## src/rtl/r_ram_to_uart_pkg.sv

```systemverilog
// Shared definitions for the RAM-to-UART dump block: FSM encoding, default
// parameters and the baud divisor derivation.
package r_ram_to_uart_pkg;

  typedef enum logic [2:0] {
    IDLE    = 3'd0,
    RD_ADDR = 3'd1,
    RD_WAIT = 3'd2,
    LOAD    = 3'd3,
    TX_WAIT = 3'd4,
    NEXT    = 3'd5,
    DONE    = 3'd6
  } state_t;

  localparam int DEF_FULL_NUMBER = 6416;
  localparam int DEF_CLK_FREQ    = 50000000;
  localparam int DEF_UART_BPS    = 115200;

  // Cycles per bit; integer division truncates (434 at the defaults).
  function automatic int calc_bps_cnt(input int clk_freq, input int uart_bps);
    return clk_freq / uart_bps;
  endfunction

endpackage

```

## src/rtl/r_ram_to_uart_uart_tx.sv

```systemverilog
// 8N1 serial transmitter, LSB first, idle high. tx_en is accepted only while
// idle; tx_busy stays high through the end of the stop bit.
module uart_tx
  import r_ram_to_uart_pkg::*;
#(
  parameter int BPS_CNT = calc_bps_cnt(DEF_CLK_FREQ, DEF_UART_BPS)
) (
  input  logic       sys_clk,
  input  logic       sys_rst_n,
  input  logic       tx_en,
  input  logic [7:0] tx_data,
  output logic       uart_txd,
  output logic       tx_busy
);

  localparam int CNT_W = (BPS_CNT > 1) ? $clog2(BPS_CNT) : 1;
  localparam logic [CNT_W-1:0] BAUD_LAST = CNT_W'(BPS_CNT - 1);

  logic [CNT_W-1:0] baud_cnt;
  logic [3:0]       bit_cnt;
  logic [7:0]       data_q;

  // bit_cnt: 0 = start, 1..8 = data[0..7], 9 = stop.
  always_ff @(posedge sys_clk or negedge sys_rst_n) begin
    if (!sys_rst_n) begin
      uart_txd <= 1'b1;
      tx_busy  <= 1'b0;
      baud_cnt <= '0;
      bit_cnt  <= '0;
      data_q   <= '0;
    end else if (!tx_busy) begin
      if (tx_en) begin
        tx_busy  <= 1'b1;
        data_q   <= tx_data;
        uart_txd <= 1'b0;
        baud_cnt <= '0;
        bit_cnt  <= '0;
      end
    end else if (baud_cnt == BAUD_LAST) begin
      baud_cnt <= '0;
      if (bit_cnt == 4'd9) begin
        tx_busy  <= 1'b0;
        bit_cnt  <= '0;
        uart_txd <= 1'b1;
      end else begin
        bit_cnt  <= bit_cnt + 4'd1;
        // Drive the level of the bit being entered (bit_cnt + 1).
        uart_txd <= (bit_cnt == 4'd8) ? 1'b1 : data_q[bit_cnt[2:0]];
      end
    end else begin
      baud_cnt <= baud_cnt + 1'b1;
    end
  end

endmodule

```

## src/rtl/r_ram_to_uart.sv

```systemverilog
// Reads FULL_NUMBER bytes from a synchronous RAM in address order and sends
// each one over the UART; raises the end flag once the run is complete.
module r_ram_to_uart
  import r_ram_to_uart_pkg::*;
#(
  parameter int FULL_NUMBER = DEF_FULL_NUMBER,
  parameter int CLK_FREQ    = DEF_CLK_FREQ,
  parameter int UART_BPS    = DEF_UART_BPS
) (
  input  logic        sys_clk,
  input  logic        sys_rst_n,
  input  logic        r_ram_to_uart_start,
  input  logic [7:0]  ram_dout,
  output logic [14:0] address,
  output logic        uart_txd,
  output logic        r_ram_to_uart_end
);

  localparam int BPS_CNT = calc_bps_cnt(CLK_FREQ, UART_BPS);
  localparam logic [14:0] LAST_ADDR = 15'(FULL_NUMBER - 1);

  state_t      state, state_next;
  logic [14:0] counter;
  logic [7:0]  tx_data;
  logic        run_end;
  logic        tx_en;
  logic        tx_busy;
  logic        tx_busy_d;

  assign address           = counter;
  assign r_ram_to_uart_end = run_end;

  always_ff @(posedge sys_clk or negedge sys_rst_n) begin
    if (!sys_rst_n) state <= IDLE;
    else            state <= state_next;
  end

  always_comb begin
    state_next = state;
    tx_en      = 1'b0;
    case (state)
      IDLE:    if (r_ram_to_uart_start && !run_end) state_next = RD_ADDR;
      RD_ADDR: state_next = RD_WAIT;
      RD_WAIT: state_next = LOAD;
      LOAD: begin
        tx_en      = 1'b1;
        state_next = TX_WAIT;
      end
      // Falling edge of tx_busy marks the stop bit as fully sent.
      TX_WAIT: if (tx_busy_d && !tx_busy) state_next = NEXT;
      NEXT:    state_next = (counter == LAST_ADDR) ? DONE : RD_ADDR;
      DONE:    state_next = IDLE;
      default: state_next = IDLE;
    endcase
  end

  always_ff @(posedge sys_clk or negedge sys_rst_n) begin
    if (!sys_rst_n) begin
      counter   <= '0;
      tx_data   <= '0;
      run_end   <= 1'b0;
      tx_busy_d <= 1'b0;
    end else begin
      tx_busy_d <= tx_busy;
      case (state)
        // The end flag holds until start is seen low, blocking a rerun.
        IDLE:    if (run_end && !r_ram_to_uart_start) run_end <= 1'b0;
        RD_WAIT: tx_data <= ram_dout;
        NEXT:    if (counter != LAST_ADDR) counter <= counter + 15'd1;
        DONE: begin
          counter <= '0;
          run_end <= 1'b1;
        end
        default: ;
      endcase
    end
  end

  uart_tx #(
    .BPS_CNT (BPS_CNT)
  ) u_uart_tx (
    .sys_clk   (sys_clk),
    .sys_rst_n (sys_rst_n),
    .tx_en     (tx_en),
    .tx_data   (tx_data),
    .uart_txd  (uart_txd),
    .tx_busy   (tx_busy)
  );

endmodule

```

## config.mk

```make
export PLATFORM = sky130hd
export DESIGN_NAME = r_ram_to_uart
export DESIGN_NICKNAME = d
export VERILOG_FILES = /design/src/rtl/r_ram_to_uart_pkg.sv /design/src/rtl/r_ram_to_uart_uart_tx.sv /design/src/rtl/r_ram_to_uart.sv
export SDC_FILE = /design/constraint.sdc
export NUM_CORES = 1
export LEC_CHECK = 0
export BUFFER_PORTS_ARGS = -buffer_cell sky130_fd_sc_hd__buf_2
export CAP_MARGIN = 20
export CORE_MARGIN = 1.5
export CORE_UTILIZATION = 45
export DETAILED_ROUTE_END_ITERATION = 8
export MAX_ROUTING_LAYER = met4
export PLACE_DENSITY = 0.7
export REMOVE_ABC_BUFFERS = 1
export SKIP_CTS_REPAIR_TIMING = 1
export SLEW_MARGIN = 20
export SYNTH_ARGS = -nofsm -noshare
export SYNTH_HDL_FRONTEND = slang
export SYNTH_HIERARCHICAL = 1
export SYNTH_SLANG_ARGS = --single-unit
```

## constraint.sdc

```tcl
create_clock -name sys_clk -period 3.7 [get_ports sys_clk]
set_clock_uncertainty 0.05 [all_clocks]
set_input_delay 0.37 -clock sys_clk [delete_from_list [all_inputs] [get_ports sys_clk]]
set_output_delay 0.37 -clock sys_clk [all_outputs]
set_load 0.005 [all_outputs]
```

# Word level (Yosys, flattened, before mapping)
# Cells that the tools add are included.
totals:
  ramBits: 0
  mem_bits_ro: 0
  out_inout_bits: 17
  regBits: 51
  latchBits: 0
  memories: 0
op_classes:
  n_div: 0
  n_eq_ne: 16
  n_mux: 27
  bitwise_logic: 1
  add_sub_neg: 3
  n_mul: 0
  reduce_logical: 15
  shift: 0
  order_cmp: 1
ops:
  columns: ["cell", "count"]
  rows:
  - ["$pmux W15 S2", 1]
  - ["$mux W9", 3]
  - ["$pmux W3 S6", 1]
  - ["$mux W4", 4]
  - ["$add A15 B1 Y15 const B", 1]
  - ["$eq A15 B13 Y1 const B", 1]
  - ["$mux W15", 1]
  - ["$ne A15 B13 Y1 const B", 1]
  - ["$mux W1", 12]
  - ["$ne A2 B2 Y1 const B", 5]
  - ["$reduce_and A2 Y1", 5]
  - ["$add A9 B1 Y9 const B", 1]
  - ["$eq A3 B3 Y1 const B", 3]
  - ["$eq A9 B9 Y1 const B", 1]
  - ["$mux W3", 3]
  - ["$eq A4 B4 Y1 const B", 2]
  - ["$eq A3 B2 Y1 const B", 2]
  - ["$reduce_bool A2 Y1", 3]
  - ["$add A4 B1 Y4 const B", 1]
  - ["$lt A3 B4 Y1 const B", 1]
  - ["$bmux W1 S3", 1]
  - ["$eq A3 B1 Y1 const B", 1]
  - ["$logic_and A1 B1 Y1", 3]
  - ["$logic_not A1 Y1", 3]
  - ["other kinds (3)", 3]

# Longest topological paths before layout
# Gate-level depths: netlist of the first run.
depth:
  ltp_word: 6
  depth_mapped: 7
  depth_no_buf: 6

# Hierarchy
# The synthesis of the first run kept the hierarchy.
by_module_without_submodules:
  columns: ["module", "area_each_um2", "n_inst", "cells_per_inst"]
  rows:
  - ["r_ram_to_uart", 1378.8, 1, 130]
  - ["uart_tx", 1189.9, 1, 124]

# Worst setup path after synthesis of the first run
# OpenSTA, ideal clock, no wires.
synth_path:
  path_kind: "reg2reg"
  from: "reg state[1]"
  to: "reg counter[14], in the netlist address[14]"
  required_time_ps: 3572
  stages_incl_launch_ff: 6
  t_arrival_ps: 1629
  period_less_slack_ps: 1757
  slack_ps: 1943
  setup_time_ps: 78
  cell_sequence: "dfrtp_1 -> buf_2 -> nand3b_4 -> or4_4 -> or3_1 -> a21oi_1"
synth_between:
  elab_chain_len: 3
synth_rtl:
  columns: ["element", "line_no", "rtl"]
  rows:
  - ["from (decl)", "r_ram_to_uart.sv:22", "state_t state, state_next;"]
  - ["from (signal assigned)", "r_ram_to_uart.sv:35", "else state <= state_next;"]
  - ["$eq A3 B3 Y1", "r_ram_to_uart.sv:65", "case (state)"]
  - ["$ne A2 B2 Y1 (no line) or $reduce_bool A2 Y1 (tied branches)", null, null]
  - ["$reduce_and A2 Y1 (no line)", null, null]
  - ["to (signal assigned)", "r_ram_to_uart.sv:69", "NEXT: if (counter != LAST_ADDR) counter <= counter + 15'd1;"]
  - ["to (decl)", "r_ram_to_uart.sv:23", "logic [14:0] counter;"]
# Several ways; a longest one is shown, not always the timed one.
# A chain may end at the register's enable or synchronous reset.

# Final worst setup path of the first run
layout_path:
  from: "reg state[1]"
  to: "reg tx_data[0]"
layout_between:
  elab_chain_len: 1
layout_rtl:
  columns: ["element", "line_no", "rtl"]
  rows:
  - ["$eq A3 B2 Y1", "r_ram_to_uart.sv:65", null]
  - ["to (signal assigned)", "r_ram_to_uart.sv:68", "RD_WAIT: tx_data <= ram_dout;"]
  - ["to (decl)", "r_ram_to_uart.sv:24", "logic [7:0] tx_data;"]
# Every way passes these cells.

==> impl_metrics.toml, run 1 <==
[clock_network]
numCtsBuffers = 5
path_clk_slew_ps = 90
cts.sinks = 51
root_buffer = "clkbuf_8"
h-tree-depth = 2
clkLatencyLatePin_ps = 300
clockBufferDepth = 2
cts_tree = "yes"

[synthesis]
synth_top_cells_by_count = "50 x dfrtp_1, 48 x nand2_1, 15 x nor2_1, 10 x nand3_1"
synth_ff_type = "dfrtp_1"
synth_area_leaders = "dfrtp_1 49%, nand2_1 7.0%, mux2i_1 3.5%, mux2_2 3.5%, nor2_1 2.2%"
synth-seq-cells = 51
post-synth-top-count-cell = "dfrtp_1"
synthArstFlopShare_pct = 100.0
synth-seq-area-share_pct = 49.73
synth-edff-count = 0
yosys_warnings = 6
syn_inst = 254
syn_area_um2 = 2569
yosysTopAreaCell = "dfrtp_1"
synth.avg_cell_area_um2 = 10.11
yosys.area.top_type_share_pct = 48.71
synth.distinct_cells = 53

[pwr]
irDropWorstVdd_uv = 198.1
power_density_nw_per_um2 = 320.7
internal_power_mw = 0.7093
comb_power_share_pct = 3.0
power.switching_mw = 0.1996
clkPwrFrac_pct = 34.3
cellLeakagePower_nw = 1.295
swShare_pct = 21.96
power_frac_seq_pct = 62.8

[layout]
instances_no_fill = 351
insertedDiodeCount = 0
nets = 292
area_growth_pct = 10.33
drive_gt1_share_pct = 20.07

[placed_design]
place_congestion = 0.8873
port_buffers = 27
post-place-ws_ps = 1718
hpwl_um = 3494
dp_cells = 343

[grt]
grt_overflow = 0
grt_pass1_wl_um = 8859
track_usage_pct = 18.61
antenna_found_initial = 0
grt_pass1_vias = 1971
grt_max_degree = 29

[critical_path]
critPathLaunchType = "flop"
r2r-end = "tx_data[0]"
worstPathBufferInverterCount = 0
critPathMaxStageDelay_ps = 650
worst-path-stages = 3
cp.required_ps = 3840
cp.arrival_ps = 2130
critPathKind = "flop to flop"
cpMostUsedCell = "nor2b_1"
slowest_stage = "nor2b_1"
rr_worst_depth = 3
cp_cell_sequence = "nor2b_1, nor2b_1, mux2_2"
end_kind = "flop"
crit_family = "simple AND/OR/NAND/NOR gates"
r2r-start = "state[1]"
r2r_slack_ps = 1710
critPathMaxFanout = 10

[die]
coreArea_um2 = 5507
start_util_pct = 46.65
fp.dieH_um = 78.55
ios = 28
rows = 27
dieArea_um2 = 6170
die_w_um = 78.55

[drt]
dr.pass1.iters = 4
viasPerCell = 5.496
via_count = 1929
ant_nets = 0
avgRoutedWirePerCell_um = 14.12
first_iter_violations = 66
wl_um = 4956
drc = 0

[sta]
final_hold_viol_count = 7
tightest_slew_ps = 746.2
finalMaxSlewViolations = 0
period_minus_slack_ps = 1993
setup_viol = 0
setup_tns_ps = 0
whs_ps = -6.762
worst_slack_ps = 1707
rsz0062_at_grt = "no"
slew_headroom_pct = 50.15
period_share_pct = 53.86
fmax_ghz = 0.5018

[status]
outcome = "finished with violations"
violations = "negative hold slack"

[run]
max-cap-violations = 0

[worst_hold_path]
hold_class = "input pin to async pin"
## layout by cell type (no fill, tap or decap), types with 2 or more instances in the layout
cell / Yosys / routed
a41oi_1: 2 / 2
and2_1: 2 / 2
nor2b_1: 5 / 5
mux2i_1: 9 / 9
a41o_1: 2 / 2
o22ai_1: 3 / 3
o21ai_0: 9 / 9
nor2_1: 15 / 15
dfrtp_1: 50 / 50
inv_1: 4 / 4
xor2_1: 2 / 2
xnor2_1: 6 / 6
buf_2: 3 / 27
nand3_1: 10 / 10
mux2_2: 8 / 8
ha_1: 3 / 3
nand2b_1: 5 / 5
or3_1: 3 / 3
a31oi_1: 8 / 8
nor4_1: 3 / 3
clkbuf_8: 0 / 5
a21oi_1: 8 / 8
and4_1: 3 / 3
nor3_1: 5 / 5
nand2_1: 48 / 48
nand4_1: 5 / 5
## per-stage QoR
stage               power, mW  hold slack [ps]  utilization (%)  instance area, um^2
detailed placement     0.6098            345.5            49.92                 2749
finish                 0.9089           -6.762            51.47                 2834
CTS                    0.9248            9.308            51.47                 2834
floorplan              0.5897            24.41                -                 2516
global placement       0.6084            341.4            49.92                 2749
global route           0.9530            34.24            51.47                 2834
## worst max path at each step
stage / start / endpoint / slack [ps]
detailed placement: state[1] / tx_data[6] / 1720
global route: state[1] / tx_data[0] / 1530
floorplan: address[4] / address[14] / 1970
global placement: state[1] / tx_data[0] / 1760
finish: state[1] / tx_data[0] / 1710
CTS: state[1] / tx_data[0] / 1690
## layout make-up
type | instances | area (um^2)
multi-input cells | 188 | 1224
clock buffers | 6 | 72.57
well taps | 72 | 90.09
inverters | 4 | 15.01
fillers | 515 | 2673
clock inverters | 2 | 12.51
flip-flops and latches | 51 | 1277
repair buffers | 28 | 142.6
## worst reg2reg max path, cell delays in order, from the launching register on
cell     delay [ps]
dfrtp_1         490
nor2b_1         280
nor2b_1         650
mux2_2          420
## power groups by stage
stage          clock network (mW)  logic (mW)  registers (mW)
3_5_place_dp                    0      0.0284           0.581
5_1_grt                     0.349      0.0323           0.572
2_1_floorplan                   0     0.00963           0.580
6_report                    0.312      0.0269           0.571
4_1_cts                     0.326      0.0284           0.571
3_3_place_gp                    0      0.0274           0.581
## per-layer routing
metal,up-vias,part of all wire [%],GRT usage (%)
met5,-,0,-
met4,0,0.85,7.500
met3,6,3.9,3.953
met2,38,49,30.17
met1,924,47,22.65
li1,961,-,-
## cell families after synthesis
logic type,after synthesis,share of synthesized area [%]
and+or+nand+nor,116,23.82
AOI/OAI and AO/OA,43,11.74
buffers and inverters,15,2.630
adders and majority gates,3,1.461
muxes,18,7.891
xor gates and xnor gates,8,2.728
DFF,51,49.73
## sequential cells by signal (all words and copies together) (netlist names)
| name | count |
|---|---|
| u_uart_tx/bit_cnt | 4 |
| u_uart_tx/data_q | 8 |
| u_uart_tx/baud_cnt | 9 |
| state | 3 |
| u_uart_tx/tx_busy | 1 |
| tx_busy_d | 1 |
| r_ram_to_uart_end | 1 |
| u_uart_tx/uart_txd | 1 |
| address | 15 |
| tx_data | 8 |
No activity file was read; power rests on OpenSTA's default activity.
==> run 2, diff against run 1 <==
ABC_AREA = 1   (was unset)
clock period = 2 ns   (was 3.7 ns; I/O delays follow)
==> impl_metrics.toml, run 2 <==
[worst_hold_path]
hold_class = "input pin to flop"
holdPathStages = 2

[critical_path]
cp.arrival_ps = 1760
cpMostUsedCell = "nand2_1"
end_kind = "flop"
critPathMaxStageDelay_ps = 420
rr_worst_depth = 7
cp-endpoint = "address[14]"
critPathKind = "flop to flop"
cp.required_ps = 2190
cp-startpoint = "address[0]"
critPathMaxFanout = 5
critPathLaunchType = "flop"
r2r-end = "address[14]"
r2r-start = "address[0]"
r2r_slack_ps = 440
cp_cell_sequence = "ha_1, nand3_2, nor2_1, nand3_1, nand2_1, nand4_1, nand2_1"
slowest_stage = "dfrtp_1"

[grt]
grt_overflow = 0
grt_pass1_vias = 2143
grt_pass1_wl_um = 9480
antenna_found_initial = 0
grt_max_degree = 32
track_usage_pct = 18.71

[layout]
finalInstanceArea_um2 = 3105
insertedDiodeCount = 0
instances_no_fill = 452
layout_common_cells = "92 x nand2_1, 50 x dfrtp_1, 36 x nor2_1"
fin_util_pct = 52.45
area_growth_pct = 12.36
final_common_cell = "nand2_1"
drive_gt1_share_pct = 20.69
largest_reg_flops = 15
nets = 390

[sta]
whs_ps = 69.71
finalMaxSlewViolations = 0
slew_headroom_pct = 54.70
worst_slack_ps = 435.6
fmax_ghz = 0.6392
tightest_slew_ps = 679.5
final_hold_viol_count = 0
rsz0062_at_grt = "no"
setup_viol = 0
period_share_pct = 78.22
setup_tns_ps = 0
period_minus_slack_ps = 1564

[placed_design]
port_buffers = 27
placed_area_um2 = 2983
hpwl_um = 4099
place_congestion = 0.8889
post-place-ws_ps = 442.0
dp_cells = 443

[synthesis]
yosysTopAreaCell = "dfrtp_1"
synth.avg_cell_area_um2 = 8.105
yosys.area.top_type_share_pct = 45.27
synth-seq-area-share_pct = 46.22
synth_top_cells_by_count = "92 x nand2_1, 50 x dfrtp_1, 36 x nor2_1, 33 x inv_1, 33 x nand3_1"
synth.distinct_cells = 32
synth-edff-count = 0
synth-seq-cells = 51
syn_area_um2 = 2764
post-synth-top-count-cell = "nand2_1"
synthArstFlopShare_pct = 100.0
yosys_warnings = 6
synth_ff_type = "dfrtp_1"
synth_area_leaders = "dfrtp_1 45%, nand2_1 12%, nand3_1 6.0%, nor2_1 4.9%, inv_1 4.5%"
syn_inst = 341

[die]
rows = 28
ios = 28
fp.dieH_um = 81.37
coreArea_um2 = 5921
dieArea_um2 = 6621
die_w_um = 81.37
start_util_pct = 46.68

[clock_network]
root_buffer = "clkbuf_8"
cts.sinks = 51
h-tree-depth = 2
numCtsBuffers = 5
clkLatencyLatePin_ps = 300
path_clk_slew_ps = 100
clockBufferDepth = 2
cts_tree = "yes"

[pwr]
internal_power_mw = 2.121
power.switching_mw = 1.075
power_density_nw_per_um2 = 1029
irDropWorstVdd_uv = 514.4
power_frac_seq_pct = 49.2
comb_power_share_pct = 28.5
swShare_pct = 33.65
finalPower_mw = 3.196
cellLeakagePower_nw = 1.622
clkPwrFrac_pct = 22.3

[drt]
viasPerCell = 5.104
avgRoutedWirePerCell_um = 12.25
drc = 0
via_count = 2307
ant_nets = 0
wl_um = 5535
first_iter_violations = 144
dr.pass1.iters = 5

[run]
max-cap-violations = 0

[status]
outcome = "finished clean"
-- run 2: how the worst min path moves through the flow --
stage,start,end,slack [ps]
global route,ram_dout[0],tx_data[0],60
CTS,sys_rst_n,address[6],-90
floorplan,sys_rst_n,address[0],-150
finish,ram_dout[7],tx_data[7],70
global placement,sys_rst_n,u_uart_tx/baud_cnt[6],230
detailed placement,sys_rst_n,u_uart_tx/baud_cnt[6],240
-- run 2: power by group through the flow --
stage	registers (mW)	logic [mW]	clock network (mW)
2_1_floorplan	1.54	0.686	0
3_3_place_gp	1.58	0.889	0
3_5_place_dp	1.59	0.921	0
4_1_cts	1.57	0.926	0.742
5_1_grt	1.62	1.04	0.776
6_report	1.57	0.911	0.713
-- run 2: layer usage --
layer | vias to the layer above | wire, um | global-route usage (%)
met5 | - | 0 | -
met4 | 0 | 17 | 4.655
met3 | 2 | 217 | 2.921
met2 | 47 | 2755 | 31.65
met1 | 1081 | 2544 | 23.31
li1 | 1177 | - | -
-- run 2: final cells by class --
class / count / area (um^2)
Clock buffer: 5 / 68.82
Clock inverter: 3 / 43.79
Fill cell: 548 / 2815
Inverter: 39 / 152.6
Multi-Input combinational cell: 247 / 1294
Sequential cell: 51 / 1277
Tap cell: 75 / 93.84
Timing Repair Buffer: 32 / 175.2
-- run 2: cell families (layout without fill, tap and decap cells) --
family | Yosys count | in the layout | synth area share (%)
adder cells (fa/ha/maj) | 3 | 3 | 1.358
multiplexers | 11 | 11 | 4.482
buffers and inverters | 43 | 79 | 6.971
flip-flops | 51 | 51 | 46.22
AO/OA/AOI/OAI | 30 | 30 | 6.202
AND/OR/NAND/NOR | 194 | 194 | 31.92
XOR/XNOR | 9 | 9 | 2.852
-- run 2: critical path, delay by kind of cell, from the launching register on --
family	cells	cell delay [ps]
simple gates	6	820
flops	1	420
fa+ha+maj	1	230
